`config.mk`:
```
export PLATFORM = sky130hd
export DESIGN_NAME = mux4_rr_arbiter
export DESIGN_NICKNAME = d
export VERILOG_FILES = /design/src/rtl/mux4_rr_arbiter.sv
export SDC_FILE = /design/constraint.sdc
export NUM_CORES = 1
export LEC_CHECK = 0
export ABC_AREA = 1
export CAP_MARGIN = 10
export CORE_UTILIZATION = 42
export CTS_CLUSTER_SIZE = 30
export DETAILED_ROUTE_END_ITERATION = 8
export PLACE_DENSITY = 0.85
export SETUP_SLACK_MARGIN = 0.5
export SYNTH_ARGS = -nofsm -noshare
export SYNTH_HDL_FRONTEND = slang
export SYNTH_SLANG_ARGS = --single-unit
```
`constraint.sdc`:
```
create_clock -name clk -period 2.35 [get_ports clk]
set_clock_uncertainty 0.2 [all_clocks]
set_input_delay 0.235 -clock clk [delete_from_list [all_inputs] [get_ports clk]]
set_output_delay 0.235 -clock clk [all_outputs]
set_load 0.005 [all_outputs]
```
`src/rtl/mux4_rr_arbiter.sv`:
```
// Round-robin arbiter that owns the select of a shared 4:1 N-bit mux feeding one valid/ready port.
// Optional burst lock (several beats per grant) is enabled by defining ARB_BURST_LOCK_EN.
module mux4_rr_arbiter #(
   parameter int N         = 4,
   parameter int MAX_BURST = 4
) (
   input  logic         clk,
   input  logic         rst,
   input  logic [3:0]   req,
   input  logic [N-1:0] i0,
   input  logic [N-1:0] i1,
   input  logic [N-1:0] i2,
   input  logic [N-1:0] i3,
   input  logic         out_ready,
   output logic [N-1:0] y,
   output logic         out_valid,
   output logic [1:0]   sel,
   output logic [3:0]   gnt,
   output logic [3:0]   ack
);

   typedef enum logic {IDLE, GRANT} state_t;

   state_t     state;
   logic [1:0] ptr;
   logic [1:0] rot_ptr;
   logic [1:0] arb_ptr;
   logic [1:0] win;
   logic       win_vld;
   logic       xfer;
   logic       hold;
   logic       release_gnt;

   assign out_valid   = (state == GRANT) && req[sel];
   assign xfer        = out_valid && out_ready;
   assign ack         = gnt & {4{xfer}};
   assign release_gnt = (xfer && !hold) || !req[sel];

   always_comb begin
      case (sel)
         2'd0:    y = i0;
         2'd1:    y = i1;
         2'd2:    y = i2;
         default: y = i3;
      endcase
   end

   // While granted, arbitrate as if ptr had already moved past the holder,
   // so the next winner is ready on the same edge the grant is released.
   always_comb begin
      rot_ptr = sel + 2'd1;
      arb_ptr = (state == GRANT) ? rot_ptr : ptr;
      win_vld = 1'b0;
      win     = arb_ptr;
      for (int j = 3; j >= 0; j--) begin
         if (req[arb_ptr + 2'(j)]) begin
            win_vld = 1'b1;
            win     = arb_ptr + 2'(j);
         end
      end
   end

`ifdef ARB_BURST_LOCK_EN
   logic [7:0] cnt;

   assign hold = xfer && (cnt < 8'(MAX_BURST - 1));

   always_ff @(posedge clk or posedge rst) begin
      if (rst)
         cnt <= 8'd0;
      else if (state == GRANT) begin
         if (hold)
            cnt <= cnt + 8'd1;
         else if (release_gnt)
            cnt <= 8'd0;
      end
   end
`else
   assign hold = 1'b0;
`endif

   always_ff @(posedge clk or posedge rst) begin
      if (rst) begin
         state <= IDLE;
         sel   <= 2'd0;
         gnt   <= 4'd0;
         ptr   <= 2'd0;
      end else begin
         case (state)
            IDLE: begin
               if (win_vld) begin
                  state <= GRANT;
                  sel   <= win;
                  gnt   <= 4'b0001 << win;
               end
            end
            GRANT: begin
               if (release_gnt) begin
                  ptr <= rot_ptr;
                  if (win_vld) begin
                     sel <= win;
                     gnt <= 4'b0001 << win;
                  end else begin
                     state <= IDLE;
                     gnt   <= 4'd0;
                  end
               end
            end
            default: begin
               state <= IDLE;
               gnt   <= 4'd0;
            end
         endcase
      end
   end

endmodule

```
# After elaboration in Yosys (flattened, before gate mapping)
# Index checks and enable logic that the tools add are counted.
# word_totals
regBits	9
out_inout_bits	15
in_bits	23
word_cells	57
# op_classes
reduce_logical	7
n_bitwise	2
addsub	4
eq_ne	4
muxes	30
magnitude_cmp	5
shifts	1
# ops
operator	count
less-than comparator 2 x 3 -> 1 bit (second input constant)	5
two-way mux 2 bit	7
two-way mux 4 bit	3
case mux 4 bit (3 select lines)	1
two-way mux 1 bit	11
binary-select mux 1 bit (select 2 bit)	5
case mux 4 bit (2 select lines)	1
adder 2 x 1 -> 2 bit (second input constant)	2
adder 2 bit (second input constant)	2
bitwise AND 4 bit	1
case mux 2 bit (2 select lines)	1
AND reduction 2 bit	2
<< shifter 1 x 2 -> 4 bit (first input constant)	1
equality test 2 x 1 -> 1 bit (second input constant)	1
equality test 2 bit (second input constant)	1
logical AND 1 bit	2
logical NOT 2 bit	1
!= test 2 x 1 -> 1 bit (second input constant)	1
!= test 2 bit (second input constant)	1
case mux 1 bit (2 select lines)	1
logical NOT 1 bit	1
logical OR 1 bit	1
NOT 1 bit	1

# Logic depth before layout (Yosys ltp)
# Gate-level depths: netlist of the first run.
# logic_depth
word_depth	13
depth_mapped	17
ltp_nobuf	17

# Worst setup path after synthesis of the first run
# Ideal clock, no wire load.
# synth_path
path_type	flip-flop to flip-flop
start	reg sel[0]
end	reg sel[0]
path_stages_with_launch	17
arrival_ps	1811
required_ps	2021
period_less_slack_ps	2141
path_slack_ps	209
path_buffers	0
setup_ps	129
cell_sequence	dfrtp_1 -> inv_1 -> ha_1 -> inv_1 -> nand2_1 -> nand2_1 -> nand2_1 -> nand2_1 -> nand2_1 -> nand2_2 -> nand2_1 -> nand2_1 -> nand2_1 -> nand2_1 -> nand2_2 -> nand2_1 -> o21ai_0
# synth_via
elab_chain_cells	12
elab_cells_between_ends	31
cone_classes	add/sub (4); eq/ne (1); mux (22); reduce/logical (4)
# synth_rtl
element	line	rtl
start: declaration	17	output logic [1:0] sel,
start signal: assignment	93	sel <= win;
start signal: assignment	101	sel <= win;
adder 2 x 1 -> 2 bit (*)	51	rot_ptr = sel + 2'd1;
via rot_ptr[0]	26	logic [1:0] rot_ptr;
two-way mux 2 bit (*)	52	arb_ptr = (state == GRANT) ? rot_ptr : ptr;
adder 2 bit	56, 58	
binary-select mux 1 bit (select 2 bit)	56	if (req[arb_ptr + 2'(j)]) begin
two-way mux 1 bit (not written as such)	56	
two-way mux 2 bit / two-way mux 1 bit (equally long branches) (4 in a row)	56	
two-way mux 2 bit (*)	91, 100	
two-way mux 2 bit	98	if (release_gnt) begin
case mux 2 bit (2 select lines) (*)	89	case (state)
# The timed path passes the listed nets; every way through them passes the cells marked *. The select of a mux whose other input is x is not followed.
# A chain may end at the register's enable or synchronous reset.

# Worst setup path after layout of the first run
# layout_path
start	reg sel[0]
end	out ack[0]
# layout_via
elab_chain_cells	5
# layout_rtl
element	line	rtl
binary-select mux 1 bit (select 2 bit)	34	assign out_valid = (state == GRANT) && req[sel];
two-way mux 1 bit (not written as such)	34	
logical AND 1 bit	34	
logical AND 1 bit	35	assign xfer = out_valid && out_ready;
bitwise AND 4 bit	36	assign ack = gnt & {4{xfer}};
end: declaration	19	output logic [3:0] ack
# Every way passes these cells. The select of a mux whose other input is x is not followed.

==> results.md, run 1 <==
* Synth Flop Type: sky130_fd_sc_hd__dfrtp_1
* Worst IR drop on VDD at about 1200 µV
* RSZ-0062 raised after global routing: true
* Total Routed Length at 3320 µm
* Setup Crit Path Kind: register to primary output
* Final Util at 81.6%
* Mapped Avg Cell Area at between 6 and 7 µm²
* Antenna diode instance count at 0
* Number of nets in the synthesized netlist at 177
* Final setup TNS at 0 ns
* Final number of hold-violating endpoints at 0
* Summed instance area of the synthesized netlist at 922 µm²
* Number of DRC markers in iteration 0 at 40
* Total Die Area at roughly 0.0024 mm²
* Site row count at 16
* Synth area leader: sky130_fd_sc_hd__nand2_1
* Cell types with the largest area share after synthesis: sky130_fd_sc_hd__nand2_1 (25%), sky130_fd_sc_hd__dfrtp_1 (24%), sky130_fd_sc_hd__inv_1 (9.0%), sky130_fd_sc_hd__ha_1 (5.4%), sky130_fd_sc_hd__nand3_1 (5.4%)
* Initial antenna violation count at 0
* Total of buffers placed on input and output ports at 37
* Critical path startpoint category: register
* Number of CTS-inserted buffers at 3
* Clock Latency Late Sink at 0.26 ns
* Layout filler cell count at 122
* Last weighted congestion value of the routability-driven placer at 0.840
* Final worst path period share at 91.3%
* WP data arrival at approximately 1.7 ns
* Die boundary width at about 49 µm
* Final-stage net count at 240
* Number of antenna-violating nets in the routed design at 0
* Placeable core area at between 0.002 and 0.0025 mm²
* Half-perimeter wire length after detailed placement at 2060 µm
* Slew at the pin closest to its max-slew limit at 0.353 ns
* Vias in the first global route at 1118
* # DRC at 0
* Final std cell area, no fill at 0.00165 mm²
* Max-cap violation count at 0
* Seq/Total Area, Yosys at 24.4%
* Total setup violations reported at the end of the flow at 0
* Wire length of the first global-routing pass at ~4500 µm
* Die Y at 48.9 µm
* Number of sinks driven by the clock tree at 9
* Most used cells in the layout excluding fill and tap cells: sky130_fd_sc_hd__nand2_1 (42), sky130_fd_sc_hd__clkdlybuf4s50_1 (28), sky130_fd_sc_hd__nand2_2 (20)
* Layer with the highest usage: met2
* Run status: completed
* Global Route met3 Usage at between 7 and 8%
* Yosys warning count at 0
* Maximum achievable frequency at 466 MHz
* Met1 layer usage reported by global route at 23.2%
* Layout cells sized above 1 at 42.0%
* Maximum net fanout on the critical path at 5
* Data required, critical path at between 1.5 and 2 ns
* Cell Area, Placed at 0.00138 mm²
* TritonCTS clock tree: yes
* Ports placed on the boundary at 38
* Slew margin rel. at ~76%
* Final slew viol count at 0
* 1st-pass router iterations at 4
* Grt total ovfl at 0
* Synth cell types at 19
* Clk Tree Root Cell: sky130_fd_sc_hd__clkbuf_4
* Total global routing track utilization at 24.5%
* CTS H-tree lvls at 1
* Clock edge transition at the registers on the reported setup and hold paths at 0.06 ns
* Pleak at 0.829 nW
* Classification of the worst-slack hold path: input port to asynchronous set/reset pin
* Setup WS pre-CTS at -0.00249 ns
* Maximum number of pins on one net before global-route repair at 10
* Initial core utilization at a little under half
* Min Clock Period, post-route at 2.15 ns
* Detail-routed net length per standard cell at ~14 µm
* Total power divided by cell area at 1690 mW/mm²
* EDFF count, synth at 0
* Worst path setup slack after routing at 0.204 ns
* Critical Path End Type: primary output
* Share of the synthesized area in the top cell type at 24.8%
* Share of synthesized flip-flops with an asynchronous set or reset at 100%
* Buffer levels on the longest clock path at 2
* Post-Synthesis Cells at 150
* Most common library cell in the layout ignoring fill and taps: sky130_fd_sc_hd__nand2_1
* Flops & latches, synth at 9
* DR vias/cell at 5.10
* Global routing usage on met2 at 50.2%
* Number of vias in the routed layout at 1219
* Layout-stage area growth over the synthesis result at 78.8%
* Hold Slack at 0.0350 ns
cell families after synthesis:
group | share of synthesized area, %
fa+ha+maj | 5.43
compound gates | 15.6
flops | 24.4
simple gates | 45.2
buf+inv | 9.36
synth_stat cells, types with 2 or more instances:
library cell,count
sky130_fd_sc_hd__a21oi_1,5
sky130_fd_sc_hd__nand2_1,61
sky130_fd_sc_hd__o21ai_0,10
sky130_fd_sc_hd__nor2_4,3
sky130_fd_sc_hd__nor2_1,7
sky130_fd_sc_hd__nand2_4,2
sky130_fd_sc_hd__dfrtp_1,9
sky130_fd_sc_hd__inv_1,22
sky130_fd_sc_hd__nand3_1,10
sky130_fd_sc_hd__ha_1,4
sky130_fd_sc_hd__nand2_2,6
sky130_fd_sc_hd__a22o_1,4
metrics by stage:
stage          cells  total power [mW]
6_report         239              2.78
4_1_cts          236              2.44
5_1_grt          239              2.98
2_1_floorplan    150              1.46
3_5_place_dp     218              1.99
3_3_place_gp     218              1.93
layer usage:
layer  part of all wire (%)  routed length, µm
met3                    7.5                248
met1                     38               1270
met2                     52               1710
met4                    2.4                 80
met5                      0                  0
worst paths after layout:
kind	from	to	slack, ns	cells past startpoint
worst min-delay path	rst	gnt[2]	0.04	2
worst min register to register	gnt[1]	gnt[1]	0.29	2
worst max-delay path	sel[0]	ack[0]	0.20	9
worst max register to register	sel[0]	gnt[2]	0.21	13
max in group asynchronous	rst	state	1.63	2
min in group clk	gnt[1]	gnt[1]	0.29	2
critical path: stages (launching register included):
cell and delay (ns):
sky130_fd_sc_hd__dfrtp_2 0.43, sky130_fd_sc_hd__inv_4 0.08, sky130_fd_sc_hd__buf_4 0.13, sky130_fd_sc_hd__o211ai_2 0.18, sky130_fd_sc_hd__nand3_2 0.11, sky130_fd_sc_hd__inv_2 0.08
sky130_fd_sc_hd__buf_6 0.10, sky130_fd_sc_hd__nand2_4 0.06, sky130_fd_sc_hd__nor2_2 0.13, sky130_fd_sc_hd__buf_2 0.13
flip-flops by register name (all words and copies together) (netlist names):
| name | count |
|---|---|
| ptr | 2 |
| gnt | 4 |
| sel | 2 |
| state | 1 |
power breakdown:
part           leakage, nW  switching (mW)  internal, mW
clock network       0.0150          0.0558        0.0656
registers            0.108          0.0731         0.236
logic                0.706            1.34          1.01
total                0.829            1.47          1.31
timing repair:
| action | in CTS | in global routing |
|---|---|---|
| setup buffers | 14 | 3 |
| gates resized for setup | 56 | 28 |
| hold buffers | 0 | 0 |
| pin swaps | 26 | 18 |
| endpoints found under the setup margin | 16 | 16 |
cell type report:
type / count / area (µm²) / share of cell area, %
clock buffers: 4 / 26.3 / 1.59
inverters: 23 / 88.8 / 5.39
multi-input cells: 118 / 769 / 46.7
flip-flops and latches: 9 / 229 / 13.9
well taps: 27 / 33.8 / 2.05
repair buffers: 58 / 502 / 30.4
No activity file was read; power rests on OpenSTA's default activity.
==> run 2: changes to the inputs <==
--- a/config.mk
+++ b/config.mk
@@ -12,6 +12,7 @@
 export DETAILED_ROUTE_END_ITERATION = 8
 export PLACE_DENSITY = 0.85
 export SETUP_SLACK_MARGIN = 0.5
+export SLEW_MARGIN = 20
 export SYNTH_ARGS = -nofsm -noshare
 export SYNTH_HDL_FRONTEND = slang
 export SYNTH_SLANG_ARGS = --single-unit
==> results of run 2 <==
Final layout, timing and power as in run 1 (identical DEF).
